<file path="config.mk">
export PLATFORM = sky130hd
export DESIGN_NAME = rmii_mii
export DESIGN_NICKNAME = d
export VERILOG_FILES = /design/src/rtl/rmii_mii.sv
export SDC_FILE = /design/constraint.sdc
export NUM_CORES = 1
export LEC_CHECK = 0
export CORE_MARGIN = 2
export CORE_UTILIZATION = 40
export DETAILED_ROUTE_END_ITERATION = 7
export DONT_BUFFER_PORTS = 1
export PLACE_DENSITY = 0.63
export SYNTH_ARGS = -nofsm -noshare
export SYNTH_HDL_FRONTEND = slang
export SYNTH_SLANG_ARGS = --single-unit
</file>
<file path="constraint.sdc">
create_clock -name rmii_refclk -period 2.62 [get_ports rmii_refclk]
set_clock_uncertainty 0.2 [all_clocks]
set_input_delay 0.393 -clock rmii_refclk [delete_from_list [all_inputs] [get_ports rmii_refclk]]
set_output_delay 0.393 -clock rmii_refclk [all_outputs]
set_load 0.01 [all_outputs]
</file>
<file path="src/rtl/rmii_mii.sv">
// ---------------------------------------------------------------------------
// RmiiMii -- RMII (MAC side) to MII (PHY-side block) bridge, 100 Mb/s only.
//
// Everything runs on the 50 MHz RMII reference clock. One MII nibble spans
// exactly two reference-clock cycles, so each nibble maps to two RMII dibits,
// low dibit first.
//
// Ports
//   rmii_refclk  in   1  sole clock, rising edge
//   rst_l        in   1  asynchronous active-low reset
//   rmii_txd     in   2  transmit dibit from the MAC
//   rmii_tx_en   in   1  transmit enable from the MAC
//   rmii_rxd     out  2  receive dibit to the MAC (registered)
//   rmii_crs_dv  out  1  carrier-sense/data-valid to the MAC (registered)
//   rmii_rx_er   out  1  receive error to the MAC (registered)
//   mii_rxclk    in   1  pin compatibility only, unused
//   mii_txclk    in   1  pin compatibility only, unused
//   mii_rxd      in   4  receive nibble from the PHY-side block
//   mii_rx_dv    in   1  receive data valid
//   mii_rx_er    in   1  receive error
//   mii_crs      in   1  carrier sense, ignored
//   mii_col      in   1  collision, ignored
//   mii_txd      out  4  transmit nibble to the PHY-side block (registered)
//   mii_tx_en    out  1  transmit enable (registered)
//   mii_tx_er    out  1  transmit error, tied low
// ---------------------------------------------------------------------------
module rmii_mii (
  input  logic       rmii_refclk,
  input  logic       rst_l,
  input  logic [1:0] rmii_txd,
  input  logic       rmii_tx_en,
  output logic [1:0] rmii_rxd,
  output logic       rmii_crs_dv,
  output logic       rmii_rx_er,
  input  logic       mii_rxclk,
  input  logic       mii_txclk,
  input  logic [3:0] mii_rxd,
  input  logic       mii_rx_dv,
  input  logic       mii_rx_er,
  input  logic       mii_crs,
  input  logic       mii_col,
  output logic [3:0] mii_txd,
  output logic       mii_tx_en,
  output logic       mii_tx_er
);

  // Which half of a nibble the current TX dibit belongs to.
  typedef enum logic {
    SLOT_LO = 1'b0,
    SLOT_HI = 1'b1
  } txSlotT;

  // Which half of the current RX nibble is being presented to the MAC.
  typedef enum logic {
    PH_LO = 1'b0,
    PH_HI = 1'b1
  } rxPhaseT;

  // TX path state
  txSlotT     r_sel;
  logic       r_hold;
  logic [1:0] r_txLo;
  logic [3:0] r_txNibble;
  logic       r_txEn;

  // RX path state
  rxPhaseT    r_ph;
  logic [1:0] r_rxHi;
  logic [1:0] r_rxDibit;
  logic       r_crsDv;
  logic       r_rxEr;

  // The MII clocks, carrier and collision exist only so the block drops
  // into an MII footprint; they are folded into a sink so nothing uses them.
  logic w_unused_pins;
  assign w_unused_pins = ^{mii_rxclk, mii_txclk, mii_crs, mii_col};

  // TX: pair up RMII dibits into MII nibbles. The slot bit restarts at the
  // low half whenever tx_en is low, so every frame is aligned to its first
  // dibit. A completed nibble sets 'hold' so that the following cycle keeps
  // the nibble on the bus even if tx_en has already dropped; that gives
  // every nibble a two-cycle lifetime and makes tx_en fall two cycles after
  // the last completed nibble. A lone trailing dibit is simply never paired,
  // so it never reaches the MII side.
  always_ff @(posedge rmii_refclk or negedge rst_l) begin
    if (!rst_l) begin
      r_sel      <= SLOT_LO;
      r_hold     <= 1'b0;
      r_txLo     <= 2'b00;
      r_txNibble <= 4'h0;
      r_txEn     <= 1'b0;
    end else if (rmii_tx_en && (r_sel == SLOT_HI)) begin
      r_txNibble <= {rmii_txd, r_txLo};
      r_txEn     <= 1'b1;
      r_hold     <= 1'b1;
      r_sel      <= SLOT_LO;
    end else begin
      r_hold <= 1'b0;
      if (rmii_tx_en) begin
        r_txLo <= rmii_txd;
        r_sel  <= SLOT_HI;
      end else begin
        r_sel  <= SLOT_LO;
      end
      if (!r_hold && !rmii_tx_en) begin
        r_txNibble <= 4'h0;
        r_txEn     <= 1'b0;
      end
    end
  end

  // RX: a free-running phase bit splits each MII nibble into two dibits.
  // The upstream block keeps its nibble stable across the low-phase edge,
  // which is where everything is captured; the high dibit is parked in
  // r_rxHi and presented on the next cycle, while valid and error simply
  // hold for both halves of the nibble.
  always_ff @(posedge rmii_refclk or negedge rst_l) begin
    if (!rst_l) begin
      r_ph      <= PH_LO;
      r_rxHi    <= 2'b00;
      r_rxDibit <= 2'b00;
      r_crsDv   <= 1'b0;
      r_rxEr    <= 1'b0;
    end else begin
      r_ph <= (r_ph == PH_LO) ? PH_HI : PH_LO;
      if (r_ph == PH_LO) begin
        r_rxDibit <= mii_rxd[1:0];
        r_rxHi    <= mii_rxd[3:2];
        r_crsDv   <= mii_rx_dv;
        r_rxEr    <= mii_rx_er;
      end else begin
        r_rxDibit <= r_rxHi;
      end
    end
  end

  assign mii_txd     = r_txNibble;
  assign mii_tx_en   = r_txEn;
  assign mii_tx_er   = 1'b0;

  assign rmii_rxd    = r_rxDibit;
  assign rmii_crs_dv = r_crsDv;
  assign rmii_rx_er  = r_rxEr;

endmodule

</file>
==> flow_summary.json, run 1 <==
{
  "status": "finished clean",
  "grt_use_met3_pct": 4.08,
  "firstDrtPassIters": 1,
  "gr-usage-all-layers_pct": 11.8,
  "grt_pass1_wl_um": 1550,
  "h-tree-depth": 1,
  "cts.sinks": 16,
  "antenna_found_initial": 0,
  "pre_cts_ws_ps": 1230,
  "post-route-period-util_pct": 53.3,
  "instances_no_fill": 67,
  "peakVddDrop_mv": 0.259,
  "met2_usage_pct": 16.2,
  "yosys_warnings": 0,
  "finalSetupTns_ps": 0,
  "die_area_mm2": 0.00194,
  "grt_pass1_vias": 335,
  "crit_required_ps": 2600,
  "clock_latency_ps": 280,
  "portBuffers": 0,
  "period_minus_slack_ps": 1400,
  "fillers": 141,
  "initial_utilization_pct": 42.6,
  "nNetsFinal": 67,
  "clk_path_buf_depth": 2,
  "critPathArrivalTime_ps": 1380,
  "vias_per_cell": 5.18,
  "antenna_left": 0,
  "stdcell_area_um2": 684,
  "finalHoldViolCount": 0,
  "std_cell_rows": 14,
  "wire_per_inst_um": 14.3,
  "num_vias": 347,
  "top_usage_layer": "met2",
  "worst_slew_pin_slew_ps": 733,
  "clkTransAtPathRegs_ps": 100,
  "final_cell_mix": "dfrtp_1, inv_1, o21ai_0, mux2_2, a22o_1",
  "wl_um": 958,
  "slew_viol_final": 0,
  "drc": 0,
  "power_density_mw_per_mm2": 698,
  "worstHoldPathType": "in -> reg",
  "syn_avg_cell_area_um2": 13.1,
  "critPathKind": "reg -> reg",
  "fmax_mhz": 716,
  "first_iter_violations": 0,
  "areaGrowthSynthToFinish_pct": 6.63,
  "numCtsBuffers": 3,
  "ys_ff_latch": 16,
  "overflow": 0,
  "cts_resized": 0,
  "synth.distinct_cells": 17,
  "setup_ws_ps": 1220,
  "netlist_instances": 49,
  "rsz0062_at_grt": "no",
  "root_buffer": "clkbuf_4",
  "num_antenna_cells": 0,
  "core-area_mm2": 0.00151,
  "grt_max_degree": 17,
  "drive_above_1_share_pct": 19.6,
  "path_max_fanout": 7,
  "final_common_cell": "dfrtp_1",
  "seq_area_frac_synth_pct": 62.4,
  "placedCellCount": 62,
  "die_h_um": 44.1,
  "place_area_um2": 638,
  "io_pins": 25,
  "gr-usage-met1_pct": 15.1,
  "synthesis.area_um2": 642,
  "syn_nets": 64,
  "p_leak_nw": 0.340,
  "place_congestion": 0.626,
  "cts_tree": "built",
  "maxCapViolCount": 0,
  "setup_viol": 0,
  "die_x_um": 44.1,
  "start_kind": "flop",
  "cp-end-kind": "flop",
  "relSlewSlack_pct": 50.9
}
-- worst paths after layout --
check                            from           to  cells past startpoint  slack (ps)
max                             r_sel   mii_txd[2]                      2        1220
min                        mii_rxd[3]    r_rxHi[1]                      2          30
max in group asynchronous       rst_l    r_txLo[1]                      1        1360
min in group asynchronous       rst_l   mii_txd[2]                      1         410
max reg2reg                     r_sel   mii_txd[2]                      2        1220
min reg2reg                 r_rxHi[0]  rmii_rxd[0]                      2         280
-- layout make-up --
cell class | count | area, µm² | area share (%)
tap | 16 | 20.0 | 2.93
inverter | 5 | 18.8 | 2.74
clock buffer | 4 | 36.3 | 5.30
multi-input combinational | 25 | 199 | 29.1
timing repair buffer | 1 | 10.0 | 1.46
sequential | 16 | 400 | 58.5
-- worst max-delay path: stages (launching register included) --
cell     delay (ps)
dfrtp_1         540
mux2_4          330
a22o_1          220
-- sequential cells by signal, indices dropped and copies added, names as in the netlist --
register	cells
r_sel	1
rmii_rx_er	1
r_txLo	2
rmii_crs_dv	1
r_rxHi	2
r_hold	1
r_ph	1
rmii_rxd	2
mii_txd	4
mii_tx_en	1
-- cells in the mapped netlist --
master	instances	area, µm²
a21oi_1	1	5.00
a22o_1	4	35.0
and2_1	1	6.26
buf_2	1	5.00
buf_4	1	7.51
buf_6	1	11.3
conb_1	1	3.75
dfrtp_1	16	400
inv_1	5	18.8
mux2_1	3	33.8
mux2_2	4	45.0
mux2_4	1	15.0
nand2_1	2	7.51
nor2_1	2	7.51
nor2b_1	1	6.26
nor2b_4	1	13.8
o21ai_0	4	20.0
-- cells by family after synthesis --
logic type	count (synthesis)	share of synthesized area (%)
other	1	0.584
multiplexers	8	14.6
AO/OA/AOI/OAI	9	9.36
flip-flops	16	62.4
buffers and inverters	8	6.63
AND/OR/NAND/NOR	7	6.43
-- through the flow --
| stage | hold WS [ps] | util (%) | power (mW) |
|---|---|---|---|
| CTS | 24.3 | 45.4 | 0.485 |
| finish | 33.3 | 45.4 | 0.478 |
| global route | 12.1 | 45.4 | 0.505 |
| global placement | -102 | 42.4 | 0.315 |
| detailed placement | -102 | 42.4 | 0.316 |
| floorplan | -103 | - | 0.314 |
-- where the power goes --
| part | switching [mW] | internal, mW | total [mW] |
|---|---|---|---|
| logic | 0.0142 | 0.0202 | 0.0344 |
| clock network | 0.0773 | 0.0845 | 0.162 |
| registers | 0.0176 | 0.264 | 0.282 |
-- layer usage --
| metal | part of all wire [%] | routed length [µm] |
|---|---|---|
| met2 | 46 | 437 |
| met4 | 0.94 | 9 |
| met3 | 5.1 | 49 |
| met5 | 0 | 0 |
| met1 | 48 | 462 |
-- timing repair --
action / CTS / global route
buffers inserted: 0 / 0
hold buffers: 1 / 0
hold endpoints to repair: 16 / 0
Power figures use the tool's default switching activity.
==> run 2, diff against run 1 <==
PLACE_DENSITY = 0.65   (was 0.63)
clock period = 1.2 ns   (was 2.62 ns; I/O delays follow)
==> run 2 against run 1 <==
  * The run now ends with negative hold slack, negative setup slack left
  * Worst setup slack worse by 1300 ps
  * Hold slack worse by 230 ps
  * Flip-flop and latch count stayed put
  * Maximum frequency is 6.3% higher
  * Routed wire length is 14% higher
  * Register-to-register slack worse by 1300 ps
  * Critical path depth stayed put
  * Cell count is 21% higher
  * Largest power group unchanged
==> flow_summary.json, run 2 (synthesis gave the netlist of run 1 again) <==
{
  "largest_reg_flops": 4,
  "final_common_cell": "dfrtp_1",
  "cts_tree": "built",
  "violations": "negative hold slack, negative setup slack",
  "io_pins": 25,
  "timing.hold.ws_ps": -200,
  "antenna_left": 0,
  "setup_viol": 6,
  "critPathArrivalTime_ps": 1290,
  "num_antenna_cells": 0,
  "fmax_mhz": 761,
  "vias_per_cell": 4.89,
  "clock_latency_ps": 280,
  "die_area_mm2": 0.00194,
  "final_core_util_pct": 55.5,
  "grt_pass1_wl_um": 1710,
  "wire_per_inst_um": 13.5,
  "crit_chain": "mux2_4 > a22o_1",
  "postCtsSetupBuffers": 0,
  "wl_um": 1090,
  "postCtsHoldBufs": 9,
  "initial_utilization_pct": 42.6,
  "instances_no_fill": 81,
  "die_h_um": 44.1,
  "relSlewSlack_pct": 52.9,
  "power_density_mw_per_mm2": 1320,
  "areaGrowthSynthToFinish_pct": 30.2,
  "p_leak_nw": 0.423,
  "slew_viol_final": 0,
  "start_kind": "flop",
  "std_cell_rows": 14,
  "crit_required_ps": 1180,
  "rsz0062_at_grt": "yes",
  "root_buffer": "clkbuf_4",
  "core-area_mm2": 0.00151,
  "setup_ws_ps": -114,
  "nNetsFinal": 81,
  "status": "finished, violations left",
  "clkTransAtPathRegs_ps": 90,
  "peakVddDrop_mv": 0.773,
  "clk_path_buf_depth": 2,
  "path_max_fanout": 6,
  "critPathTopFamily": "flip-flops",
  "finalHoldViolCount": 23,
  "first_iter_violations": 0,
  "firstDrtPassIters": 1,
  "slowest_delay_ps": 480,
  "h-tree-depth": 1,
  "drc": 0,
  "worstHoldPathType": "in -> async",
  "period_minus_slack_ps": 1310,
  "grt_max_degree": 17,
  "place_congestion": 0.653,
  "overflow": 0,
  "critPathKind": "reg -> reg",
  "final_cell_mix": "dfrtp_1, dlygate4sd3_1, inv_1",
  "maxCapViolCount": 0,
  "worst_slew_pin_slew_ps": 706,
  "numCtsBuffers": 3,
  "die_x_um": 44.1,
  "fillers": 123,
  "antenna_found_initial": 0,
  "gr-usage-all-layers_pct": 13.1,
  "post-route-period-util_pct": 110,
  "grt_pass1_vias": 431,
  "cp-end-kind": "flop",
  "drive_above_1_share_pct": 26.2,
  "portBuffers": 0,
  "critPathSlowestCell": "dfrtp_2",
  "placedCellCount": 68,
  "crit_buf_inv": 0,
  "num_vias": 396,
  "cts.sinks": 16
}
## run 2: cell type report
cell class | instances | area [µm²] | area share (%)
multi-input combinational | 25 | 206 | 24.7
tap | 16 | 20.0 | 2.40
sequential | 16 | 402 | 48.1
inverter | 5 | 18.8 | 2.25
timing repair buffer | 15 | 153 | 18.3
clock buffer | 4 | 36.3 | 4.34
## run 2: what timing repair did
item                       4_1_cts  5_1_grt
setup endpoints to repair       10       11
hold endpoints to repair        31       23
gates resized for setup          5        1
## run 2: routing by layer
metal	up-vias	share of wire (%)	global-route usage, %
met2	7	50	20.9
met3	4	3.8	3.27
met4	0	2.7	12.7
met5	-	0	0
met1	193	44	13.7
li1	192	-	-
## run 2: report_power, final
part / switching (mW) / internal, mW / total (mW)
Clock: 0.165 / 0.185 / 0.349
Combinational: 0.0501 / 0.0904 / 0.140
Sequential: 0.0317 / 0.578 / 0.609
## run 2: worst paths after layout
check	slack [ps]	cells past startpoint	startpoint	to
setup / recovery	-110	2	r_sel	mii_txd[2]
hold / removal	-200	1	rst_l	mii_txd[2]
setup reg to reg	-110	2	r_sel	mii_txd[2]
hold reg to reg	280	2	r_rxHi[1]	rmii_rxd[1]
max in group asynchronous	510	1	rst_l	r_sel
min in group rmii_refclk	-180	1	rmii_tx_en	mii_txd[0]
## run 2: stage by stage
stage	hold WS, ps	cell area (µm²)	TNS (ps)	setup WS (ps)	total power, mW
2_1_floorplan	-316	649	-346	-78.9	0.692
3_3_place_gp	-315	691	-757	-160	0.714
3_5_place_dp	-315	691	-794	-165	0.719
4_1_cts	-191	833	-537	-119	1.12
5_1_grt	-192	836	-742	-136	1.15
6_report	-200	836	-484	-114	1.10
